**src/rtl/vend_pkg.sv**
```systemverilog
// Shared types and constants for the vending-machine credit path.
package vend_pkg;

  localparam int CENT_W = 7;

  typedef enum logic [1:0] {
    IDLE  = 2'd0,
    CHECK = 2'd1,
    VEND  = 2'd2,
    DENY  = 2'd3
  } vend_state_t;

  localparam logic [CENT_W-1:0] QUARTER_C = 7'd25;
  localparam logic [CENT_W-1:0] DIME_C    = 7'd10;
  localparam logic [CENT_W-1:0] NICKEL_C  = 7'd5;

  // Value of the winning coin when several edges coincide (quarter > dime > nickel).
  function automatic logic [CENT_W-1:0] coin_pick(input logic q, input logic d, input logic n);
    logic [CENT_W-1:0] v;
    if (q) begin
      v = QUARTER_C;
    end else if (d) begin
      v = DIME_C;
    end else if (n) begin
      v = NICKEL_C;
    end else begin
      v = 7'd0;
    end
    return v;
  endfunction

endpackage

```
**src/rtl/edge_det.sv**
```systemverilog
// Optional two-flop synchronizer (SYNC_EN) followed by a rising-edge pulse generator.
module edge_det (
  input  logic clk,
  input  logic reset,
  input  logic i_level,
  output logic o_rise
);

  logic w_level;
  logic r_prev;

`ifdef SYNC_EN
  logic [1:0] r_sync;

  always_ff @(posedge clk or posedge reset) begin
    if (reset) begin
      r_sync <= 2'b00;
    end else begin
      r_sync <= {r_sync[0], i_level};
    end
  end

  assign w_level = r_sync[1];
`else
  assign w_level = i_level;
`endif

  always_ff @(posedge clk or posedge reset) begin
    if (reset) begin
      r_prev <= 1'b0;
    end else begin
      r_prev <= w_level;
    end
  end

  assign o_rise = w_level & ~r_prev;

endmodule

```
**src/rtl/coin_credit_acc.sv**
```systemverilog
// Coin/purchase credit accumulators and buy/vend handshake.
// Define SYNC_EN to insert two-flop synchronizers ahead of the button edge detectors.
module coin_credit_acc
  import vend_pkg::*;
#(
  parameter int MAX_CREDIT  = 100,
  parameter int VEND_CYCLES = 4
) (
  input  logic              clk,
  input  logic              reset,
  input  logic              coin_q,
  input  logic              coin_d,
  input  logic              coin_n,
  input  logic              buy,
  input  logic              cancel,
  input  logic [CENT_W-1:0] price,
  output logic [CENT_W-1:0] q_cred,
  output logic [CENT_W-1:0] d_cred,
  output logic [CENT_W-1:0] n_cred,
  output logic [CENT_W-1:0] debt,
  output logic [CENT_W-1:0] credit,
  output logic              vend,
  output logic              denied,
  output logic              reject
);

  localparam int CNT_W = (VEND_CYCLES > 1) ? $clog2(VEND_CYCLES) : 1;

  logic w_q_edge, w_d_edge, w_n_edge, w_buy_edge, w_cancel_edge;
  logic w_any_coin, w_multi_coin, w_fits;
  logic [CENT_W-1:0] w_coin_val, w_credit;
  logic [CENT_W:0]   w_after_coin;

  vend_state_t       r_state;
  logic [CENT_W-1:0] r_q, r_d, r_n, r_debt, r_price;
  logic [CNT_W-1:0]  r_cnt;
  logic              r_vend, r_denied, r_reject;

  edge_det u_ed_q      (.clk(clk), .reset(reset), .i_level(coin_q), .o_rise(w_q_edge));
  edge_det u_ed_d      (.clk(clk), .reset(reset), .i_level(coin_d), .o_rise(w_d_edge));
  edge_det u_ed_n      (.clk(clk), .reset(reset), .i_level(coin_n), .o_rise(w_n_edge));
  edge_det u_ed_buy    (.clk(clk), .reset(reset), .i_level(buy),    .o_rise(w_buy_edge));
  edge_det u_ed_cancel (.clk(clk), .reset(reset), .i_level(cancel), .o_rise(w_cancel_edge));

  // Net credit wraps mod 128 exactly like the downstream summing stage.
  assign w_credit     = r_q + r_d + r_n + r_debt;
  assign w_any_coin   = w_q_edge | w_d_edge | w_n_edge;
  assign w_multi_coin = (w_q_edge & w_d_edge) | (w_q_edge & w_n_edge) | (w_d_edge & w_n_edge);
  assign w_coin_val   = coin_pick(w_q_edge, w_d_edge, w_n_edge);
  assign w_after_coin = {1'b0, w_credit} + {1'b0, w_coin_val};
  assign w_fits       = (w_after_coin <= (CENT_W+1)'(MAX_CREDIT));

  always_ff @(posedge clk or posedge reset) begin
    if (reset) begin
      r_state  <= IDLE;
      r_q      <= 7'd0;
      r_d      <= 7'd0;
      r_n      <= 7'd0;
      r_debt   <= 7'd0;
      r_price  <= 7'd0;
      r_cnt    <= '0;
      r_vend   <= 1'b0;
      r_denied <= 1'b0;
      r_reject <= 1'b0;
    end else begin
      r_denied <= 1'b0;
      r_reject <= 1'b0;
      case (r_state)
        IDLE: begin
          r_vend <= 1'b0;
          if (w_cancel_edge) begin
            r_q      <= 7'd0;
            r_d      <= 7'd0;
            r_n      <= 7'd0;
            r_debt   <= 7'd0;
            r_reject <= w_any_coin;
          end else begin
            if (w_any_coin) begin
              if (w_fits) begin
                if (w_q_edge) begin
                  r_q <= r_q + w_coin_val;
                end else if (w_d_edge) begin
                  r_d <= r_d + w_coin_val;
                end else begin
                  r_n <= r_n + w_coin_val;
                end
              end
              r_reject <= w_multi_coin | ~w_fits;
            end
            // Coin above lands in the same edge, so CHECK sees the updated credit.
            if (w_buy_edge) begin
              r_price <= price;
              r_state <= CHECK;
            end
          end
        end
        CHECK: begin
          r_reject <= w_any_coin;
          if (w_credit >= r_price) begin
            r_debt  <= r_debt - r_price;
            r_vend  <= 1'b1;
            r_cnt   <= CNT_W'(VEND_CYCLES - 1);
            r_state <= VEND;
          end else begin
            r_denied <= 1'b1;
            r_state  <= DENY;
          end
        end
        VEND: begin
          r_reject <= w_any_coin;
          if (r_cnt == '0) begin
            r_vend  <= 1'b0;
            r_state <= IDLE;
          end else begin
            r_cnt <= r_cnt - CNT_W'(1);
          end
        end
        DENY: begin
          r_reject <= w_any_coin;
          r_state  <= IDLE;
        end
        default: begin
          r_vend  <= 1'b0;
          r_state <= IDLE;
        end
      endcase
    end
  end

  assign q_cred = r_q;
  assign d_cred = r_d;
  assign n_cred = r_n;
  assign debt   = r_debt;
  assign credit = w_credit;
  assign vend   = r_vend;
  assign denied = r_denied;
  assign reject = r_reject;

endmodule
```
**config.mk**
```make
export PLATFORM = sky130hd
export DESIGN_NAME = coin_credit_acc
export DESIGN_NICKNAME = d
export VERILOG_FILES = /design/src/rtl/vend_pkg.sv /design/src/rtl/edge_det.sv /design/src/rtl/coin_credit_acc.sv
export SDC_FILE = /design/constraint.sdc
export NUM_CORES = 1
export LEC_CHECK = 0
export CAP_MARGIN = 20
export CELL_PAD_IN_SITES_DETAIL_PLACEMENT = 1
export CELL_PAD_IN_SITES_GLOBAL_PLACEMENT = 2
export CORE_MARGIN = 2
export CORE_UTILIZATION = 35
export DETAILED_ROUTE_END_ITERATION = 6
export PLACE_DENSITY_LB_ADDON = 0.1
export SKIP_LAST_GASP = 1
export SLEW_MARGIN = 20
export SYNTH_ARGS = -nofsm -noshare
export SYNTH_HDL_FRONTEND = slang
export SYNTH_SLANG_ARGS = --single-unit
```
**constraint.sdc**
```tcl
create_clock -name clk -period 5.1 [get_ports clk]
set_clock_uncertainty 0.1 [all_clocks]
set_input_delay 0.51 -clock clk [delete_from_list [all_inputs] [get_ports clk]]
set_output_delay 0.51 -clock clk [all_outputs]
set_load 0.01 [all_outputs]
```
; Word-level counts from Yosys, hierarchy flattened
; Index checks and enable logic that the tools add are counted.
[totals]
latchBits = 0
mem_bits_rw = 0
output_inout_bits = 38
n_memories = 0
regBits = 47
romBits = 0
[op_classes]
n_reduce_logical = 18
n_mux = 36
div = 0
mul = 0
bitwise = 20
order_cmp = 2
shifts = 0
eq_ne = 11
add_sub_neg = 9
[op_table]
columns = op, n
row1 = $mux W7, 16
row2 = $add A7 B7 Y7, 6
row3 = $reduce_and A3 Y1, 5
row4 = $pmux W7 S2, 1
row5 = $reduce_bool A2 Y1, 6
row6 = $mux W2, 5
row7 = $reduce_and A5 Y1, 2
row8 = $add A7 B7 Y8, 1
row9 = $and A1 B1 Y1, 8
row10 = $le A8 B7 Y1 const B, 1
row11 = $ne A2 B1 Y1 const B, 4
row12 = $ne A2 B2 Y1 const B, 4
row13 = $pmux W2 S4, 1
row14 = $ge A7 B7 Y1, 1
row15 = $mux W1, 7
row16 = $not A1 Y1, 7
row17 = $sub A7 B7 Y7, 1
row18 = $mux W5, 1
row19 = $or A1 B1 Y1, 5
row20 = $eq A2 B2 Y1 const B, 2
row21 = $logic_not A2 Y1, 2
row22 = $mux W4, 1
row23 = $pmux W2 S2, 1
row24 = $reduce_and A4 Y1, 1
row25 = other kinds (7), 7

; Depth between registers and ports, before layout
; Gate-level depths: netlist (run 1).
[logic_depth]
ltp_word = 12
ltp_mapped = 19
mapped_depth_nobuf = 17

; Modules after synthesis
; From an unflattened synthesis (run 1), not the netlist that was laid out.
[unflattened]
hier_cells = 411
hier_area_um2 = 3788.6
[by_module_without_submodules]
columns = mod, area_each_um2, seq_area_each_um2, cells_each, n_inst
row1 = coin_credit_acc, 3575.9, 1051.0, 396, 1
row2 = edge_det, 42.5, 25.0, 3, 5

; Worst setup path before layout (run 1)
; No wires, ideal clock.
[synth_path]
path_type = reg2reg
startpoint = register r_q[1] (netlist: q_cred[1])
endpoint = register r_n[0] (netlist: n_cred[0])
path_stages_with_launch = 19
slack_ns = 0.523
path_buffers = 1
setup_ns = 0.079
arrival_ns = 4.398
synth_period_minus_slack_ns = 4.577
cell_sequence = dfrtp_1 > inv_1 > fa_1 > fa_1 > inv_1 > ha_1 > inv_1 > fa_1 > xnor2_1 > ha_1 > inv_1 > a2111oi_0 > a211oi_1 > o221ai_1 > a211o_2 > nand4_4 > buf_6 > nor3_4 > mux2i_1
[synth_between]
elab_chain_cells = 7
[synth_lines]
columns = item, line
row1 = "start, declared", coin_credit_acc.sv:35  ; logic [CENT_W-1:0] r_q, r_d, r_n, r_debt, r_price;
row2 = "start signal, assigned", coin_credit_acc.sv:81  ; r_q <= r_q + w_coin_val;
row3 = $add A7 B7 Y7 (3 in series), coin_credit_acc.sv:46  ; assign w_credit = r_q + r_d + r_n + r_debt;
row4 = named net credit[3], coin_credit_acc.sv:21  ; output logic [CENT_W-1:0] credit,
row5 = $add A7 B7 Y8, coin_credit_acc.sv:50  ; assign w_after_coin = {1'b0, w_credit} + {1'b0, w_coin_val};
row6 = $le A8 B7 Y1, coin_credit_acc.sv:51  ; assign w_fits = (w_after_coin <= (CENT_W+1)'(MAX_CREDIT));
row7 = $reduce_bool A2 Y1 (no source line), -
row8 = $reduce_and A5 Y1 (no source line), -
row9 = "end signal, assigned", coin_credit_acc.sv:85  ; r_n <= r_n + w_coin_val;
row10 = "end, declared", coin_credit_acc.sv:35
; The timed path passes the listed nets, and every way through them passes these cells.
; A chain may end at the register's enable or synchronous reset.

; Worst setup path after layout (run 1)
[layout_path]
startpoint = register r_d[1] (netlist: d_cred[1])
endpoint = register r_d[0] (netlist: d_cred[0])
[layout_between]
elab_chain_cells = 7
[layout_lines]
columns = item, line
row1 = "start, declared", coin_credit_acc.sv:35
row2 = "start signal, assigned", coin_credit_acc.sv:83  ; r_d <= r_d + w_coin_val;
row3 = $add A7 B7 Y7 (3 in series), coin_credit_acc.sv:46
row4 = $add A7 B7 Y8, coin_credit_acc.sv:50
row5 = $le A8 B7 Y1, coin_credit_acc.sv:51
row6 = $reduce_bool A2 Y1 (no source line), -
row7 = $reduce_and A5 Y1 (no source line), -
; No other way between the ends.

==> impl_metrics.toml, run 1 <==
[clock_tree]
clk_path_buf_depth = 2
cts_root_buffer = "clkbuf_8"
clock_latency_ns = 0.31
clock_sinks = 47
clk_pin_slew_ns = 0.10
cts-buffers-inserted = 5
h-tree-depth = 2
cts_tree = "done"
cts_hold_buf = 0

[timing]
maxSlewHeadroom_pct = 41.2
hold_viol = 0
maxSlewViolCount = 0
period_share_pct = 94.4
worst_slack_ns = 0.286
min_period_ns = 4.81
finalSetupViolations = 0
tightestPinTransition_ns = 0.880
fmax_mhz = 208

[synthesis]
synth-compound-area-share_pct = 13.4
synth_edf_count = 0
ys_seq_area_share_pct = 30.9
async_flop_share_pct = 100
synth_area_mm2 = 0.00380
avgSynthCellArea_um2 = 9.78
synth_fa_ha_area_share_pct = 22.0
synthCells = 389
synth_cell_types = 46
synthXorXnorAreaFrac_pct = 6.71
ys_ff_latch = 47
synth-simple-area-share_pct = 13.1
yosysWarningCount = 0
synth_top_family_by_area = "adder cells"
syn_nets = 459
synth-main-ff-cell = "dfrtp_1"
synthMuxAreaShare_pct = 7.60

[placed_design]
dp_hpwl_um = 7550
gp_congestion = 0.826
io_buffers = 51
pre_cts_slack_ns = 0.0139

[job]
drv_cap = 0

[routing]
drtIter0Drc = 88
num_vias = 2933
viasPerCell = 4.97
wl_per_cell_um = 16.7
route.detailed.drc = 0
drtAntennaViolNets = 0
drt-total-wl_um = 9870
drtPass1Iterations = 4

[floorplan]
die-area_mm2 = 0.0117
die_h_um = 108
io-pin-count = 52
coreArea_mm2 = 0.0107
start_util_pct = 35.4
die_x_um = 108
core.rowCount = 38

[worst_setup_path]
critPathKind = "reg2reg"
cp.required_ns = 5.22
cp-end-kind = "flip-flop"
startpoint_type = "flip-flop"
cp.arrival_ns = 4.94
cp_max_fo = 8

[grt]
grt_pass1_vias = 3047
grt_usage_pct = 17.7
grt_first_pass_wirelength_um = 15900
grt_overflow_total = 0
grt_antenna_before_repair = 0
grt_max_degree = 48

[finish]
drive_gt1_share_pct = 8.67
regArea_mm2 = 0.00118
multi_input_area_mm2 = 0.00242
nFillCells = 1251
nets = 519
fin_util_pct = 43.8
area_delta_synth_final_pct = 23.7
antenna_cells = 0

[run_status]
status = "complete, no violations"

[power_and_ir_drop]
finalPower_mw = 3.32
power.density_mw_per_mm2 = 706
power.static_leakage_nw = 2.27
ir_worst_vdd_uv = 497

[hold_path]
hold_path_class = "reg2reg"
timing repair:
action                                  CTS  global route
gates resized for setup                   0             6
endpoints found under the setup margin    4            23
setup buffers                             0             4
pin swaps                                 1             2
gates cloned                              0             1
hold endpoints to repair                  0             0
power by group:
part           switching, mW  internal, mW  total [mW]
logic                   1.22          1.14        2.36
clock network          0.141         0.196       0.337
registers              0.135         0.493       0.629
critical path: stages (launching register included):
cell,delay [ns]
dfrtp_2,0.45
inv_1,0.09
fa_1,0.53
fa_1,0.42
inv_1,0.07
ha_1,0.19
inv_1,0.06
fa_1,0.47
inv_1,0.07
ha_1,0.41
a31o_2,0.24
a211oi_1,0.38
o21ai_0,0.14
or3_1,0.48
nand4_4,0.23
nor3_4,0.07
buf_4,0.16
mux2i_1,0.16
cell families (layout without fill, tap and decap cells):
kind of cell / Yosys count / in the layout
flip-flops: 47 / 47
AO/OA/AOI/OAI: 76 / 76
multiplexers: 28 / 28
XOR/XNOR: 26 / 26
buffers and inverters: 61 / 121
adder cells (fa/ha/maj): 57 / 57
AND/OR/NAND/NOR: 94 / 95
per-layer routing:
metal	vias to the layer above	part of all wire, %	global-route usage [%]
met4	0	0.80	3.57
met5	-	0	0
met1	1449	51	25.7
met3	5	2.4	2.89
li1	1447	-	-
met2	32	46	27.8
per-stage QoR:
step	hold slack, ns	area (µm²)	std cells	setup TNS (ns)
after floorplan	0.379	3800	389	0
after global placement	0.391	4490	577	0
after detailed placement	0.396	4490	577	0
after CTS	0.419	4630	585	0
after global routing	0.451	4710	590	-0.0318
final	0.415	4710	590	0
final timing paths:
path,depth (start not counted),to,from,slack [ns]
min in group asynchronous,2,r_price[5]$_DFFE_PP0P_,reset,0.57
setup reg to reg,17,d_cred[0]$_DFFE_PP0P_,d_cred[1]$_DFFE_PP0P_,0.29
setup / recovery,17,d_cred[0]$_DFFE_PP0P_,d_cred[1]$_DFFE_PP0P_,0.29
hold reg to reg,1,r_price[4]$_DFFE_PP0P_,r_price[4]$_DFFE_PP0P_,0.42
max in group asynchronous,2,d_cred[1]$_DFFE_PP0P_,reset,3.75
hold / removal,1,r_price[4]$_DFFE_PP0P_,r_price[4]$_DFFE_PP0P_,0.42
synthesized netlist by cell type (3+ instances only):
| library cell | instances | area, µm² |
|---|---|---|
| o211ai_1 | 9 | 67.6 |
| a21oi_1 | 17 | 85.1 |
| or3_1 | 5 | 31.3 |
| a21boi_0 | 5 | 37.5 |
| ha_1 | 39 | 488 |
| inv_1 | 52 | 195 |
| nor2_1 | 11 | 41.3 |
| fa_1 | 17 | 340 |
| nand2b_1 | 10 | 62.6 |
| xor2_1 | 8 | 70.1 |
| clkbuf_1 | 7 | 26.3 |
| nor2b_1 | 8 | 50.1 |
| nand2_1 | 46 | 173 |
| mux2i_1 | 21 | 210 |
| dfrtp_1 | 47 | 1180 |
| o21ai_0 | 13 | 65.1 |
| a21o_1 | 15 | 113 |
| xnor2_1 | 16 | 140 |
| o21a_1 | 3 | 22.5 |
| mux2_2 | 7 | 78.8 |
cell usage in the layout (no fill, tap or decap), types with 7 or more instances in the layout:
master            n
xnor2_1          15
nand2_1          46
nand2b_1         10
o21ai_0          13
nor2_1           11
nor2b_1           8
inv_1            51
buf_4             9
dfrtp_1          45
mux2i_1          21
clkdlybuf4s50_1  51
xor2_1            7
ha_1             38
mux2_2            7
a21oi_1          17
o211ai_1          9
fa_1             17
a21o_1           15
flip-flops by register name (all words and copies together), names as in the netlist:
signal / count
n_cred: 7
u_ed_d.r_prev: 1
debt: 7
u_ed_cancel.r_prev: 1
q_cred: 7
denied: 1
u_ed_n.r_prev: 1
d_cred: 7
r_price: 7
r_cnt: 2
reject: 1
r_state: 2
u_ed_q.r_prev: 1
u_ed_buy.r_prev: 1
vend: 1
area by class of cell:
class                           instances  share of cell area (%)
Clock inverter                          3                    1.44
Sequential cell                        47                    25.0
Multi-Input combinational cell        282                    51.5
Timing Repair Buffer                   61                    12.7
Clock buffer                            5                    1.46
Tap cell                              140                    3.72
Inverter                               52                    4.17
(Power assumes the default switching activity.)
==> run 2: changes to the inputs <==
Settings changed: ABC_AREA from default to 1, CELL_PAD_IN_SITES_DETAIL_PLACEMENT 1 to 2, CORE_UTILIZATION 35 to 33.
==> impl_metrics.toml, run 2 <==
[grt]
grt_overflow_total = 0
grt_usage_pct = 21.1
grt_antenna_before_repair = 0
grt_pass1_vias = 4007
grt_first_pass_wirelength_um = 20900
grt_max_degree = 48

[worst_setup_path]
cp-end-kind = "flip-flop"
crit_family = "adder cells"
path_buf_inv = 3
crit_chain = "inv_1 > fa_1 > fa_1 > inv_1 > ha_1 > inv_1 > fa_1 > xnor2_1 > ha_1 > a21oi_1 > nand2_1 > xnor2_1 > nand3_1 > and2_1 > nand2_2 > nand2_4 > nand2_4 > nand3_4 > nand2_4 > nand2_1 > nand2_1"
r2r-start = "q_cred[1]$_DFFE_PP0P_"
reg2reg_to = "d_cred[1]$_DFFE_PP0P_"
crit_slowest_cell = "fa_1"
critPathKind = "reg2reg"
cp.arrival_ns = 4.72
cp_max_fo = 8
startpoint_type = "flip-flop"
r2r_cells = 21
cp.required_ns = 5.24
critPathMaxStageDelay_ns = 0.58
rrSetupSlack_ns = 0.53

[placed_design]
gp_congestion = 0.811
dp_hpwl_um = 10200
io_buffers = 51

[finish]
layout_commonest_cell = "nand2_1"
area_delta_synth_final_pct = 21.1
drive_gt1_share_pct = 7.69
fin_util_pct = 40.6
final_cell_mix = "nand2_1, inv_1, clkdlybuf4s50_1"
nFillCells = 1383
multi_input_area_mm2 = 0.00247
antenna_cells = 0
regArea_mm2 = 0.00118
nets = 628

[timing]
tightestPinTransition_ns = 0.670
period_share_pct = 89.7
maxSlewViolCount = 0
finalSetupViolations = 0
fmax_mhz = 219
maxSlewHeadroom_pct = 55.2
tns_ns = 0
hold_viol = 0
min_period_ns = 4.57
grt_setup_unrepaired = "false"

[synthesis]
yosysMostFrequentCell = "nand2_1"
async_flop_share_pct = 100
synthCells = 501
synth.area.top_cells = "dfrtp_1, ha_1, nand2_1"
yosysWarningCount = 0
synth_cell_types = 39
synthTopCellsByCount = "nand2_1, inv_1, dfrtp_1, nor2_1, ha_1"
synth_edf_count = 0
synth.largest_area_cell = "dfrtp_1"
ys_ff_latch = 47
synth_area_mm2 = 0.00400
ys_seq_area_share_pct = 29.4
avgSynthCellArea_um2 = 7.98
syn_nets = 571
yosys.area.top_type_share_pct = 29.4
synth-main-ff-cell = "dfrtp_1"

[floorplan]
start_util_pct = 33.6
coreArea_mm2 = 0.0119
io-pin-count = 52
core.rowCount = 40
die-area_mm2 = 0.0130
die_x_um = 114
die_h_um = 114

[hold_path]
hold_path_class = "reg2reg"
holdPathStages = 2
hold_start = "r_cnt[0]$_DFFE_PP0P_"
min_to = "r_cnt[0]$_DFFE_PP0P_"

[routing]
drtIter0Drc = 112
viasPerCell = 5.08
num_vias = 3590
drtAntennaViolNets = 0
wl_per_cell_um = 17.8
route.detailed.drc = 0
drtPass1Iterations = 4
drt-total-wl_um = 12600

[clock_tree]
cts_resized = 0
clock_latency_ns = 0.30
cts_hold_buf = 0
post_cts.repair.setup_buffers = 0
h-tree-depth = 2
cts_tree = "done"
clk_pin_slew_ns = 0.07
cts-buffers-inserted = 5
clk_path_buf_depth = 2
clock_sinks = 47
cts_root_buffer = "clkbuf_16"

[job]
drv_cap = 0

[run_status]
status = "complete, no violations"
## run 2: changes by cell type after synthesis, sizes merged, moves of 7 or more
| cell | change |
|---|---|
| a21o | -13 |
| a21oi | +11 |
| inv | +32 |
| mux2i | -21 |
| nand2 | +74 |
| nand2b | -10 |
| nand3 | +45 |
| nand4 | +8 |
| nor2 | +34 |
| nor2b | -8 |
| o211ai | -7 |
| xnor2 | -8 |
## run 2: cell families (layout without fill, tap and decap cells)
group	Yosys count	in the layout	synth area share, %
xor gates and xnor gates	15	15	3.29
and+or+nand+nor	238	238	29.7
DFF	47	47	29.4
adders and majority gates	56	56	20.7
buffers and inverters	89	147	8.64
muxes	1	1	0.282
AOI/OAI and AO/OA	55	55	7.89
## run 2: worst register-to-register path, stage by stage (launching register included)
cell     delay, ns
dfrtp_1       0.45
inv_1         0.14
fa_1          0.58
fa_1          0.42
inv_1         0.06
ha_1          0.19
inv_1         0.10
fa_1          0.41
xnor2_1       0.26
ha_1          0.33
a21oi_1       0.16
nand2_1       0.16
xnor2_1       0.19
nand3_1       0.11
and2_1        0.17
nand2_2       0.08
nand2_4       0.07
nand2_4       0.09
nand3_4       0.15
nand2_4       0.17
nand2_1       0.07
nand2_1       0.06
## run 2: how the worst max path moves through the flow
stage                     startpoint               endpoint  slack [ns]  cells after the start
6_report       q_cred[1]$_DFFE_PP0P_  d_cred[1]$_DFFE_PP0P_        0.53                     21
5_1_grt        q_cred[1]$_DFFE_PP0P_  d_cred[1]$_DFFE_PP0P_        0.15                     21
4_1_cts        q_cred[1]$_DFFE_PP0P_  d_cred[2]$_DFFE_PP0P_        0.49                     21
3_5_place_dp   q_cred[1]$_DFFE_PP0P_  d_cred[2]$_DFFE_PP0P_        0.53                     21
3_3_place_gp   q_cred[1]$_DFFE_PP0P_  d_cred[5]$_DFFE_PP0P_        0.69                     21
2_1_floorplan  q_cred[1]$_DFFE_PP0P_  d_cred[3]$_DFFE_PP0P_        0.89                     21
## run 2: area by class of cell
cell class	count	share of cell area (%)
clock buffer	5	2.59
clock inverter	3	0.414
inverter	84	6.57
multi-input combinational	365	51.2
sequential	47	24.3
tap	147	3.80
timing repair buffer	55	11.2
## run 2: metal layers
| metal | track usage [%] | vias up | routed length [µm] |
|---|---|---|---|
| li1 | - | 1720 | - |
| met1 | 28.0 | 1818 | 5920 |
| met2 | 36.2 | 41 | 6230 |
| met3 | 2.50 | 11 | 248 |
| met4 | 6.67 | 0 | 195 |
| met5 | 0 | - | 0 |
## run 2: stage by stage
step	hold slack (ns)	instances	area, µm²	setup WS [ns]
6_report	0.407	706	4840	0.525
5_1_grt	0.451	706	4840	0.152
4_1_cts	0.413	706	4840	0.495
3_5_place_dp	0.397	698	4690	0.526
3_3_place_gp	0.368	698	4690	0.689
2_1_floorplan	0.353	501	4000	0.893
Power of run 2 is left out: the tool's default activity adds up to more than one toggle a clock period on the data nets, which glitch-free logic cannot reach.
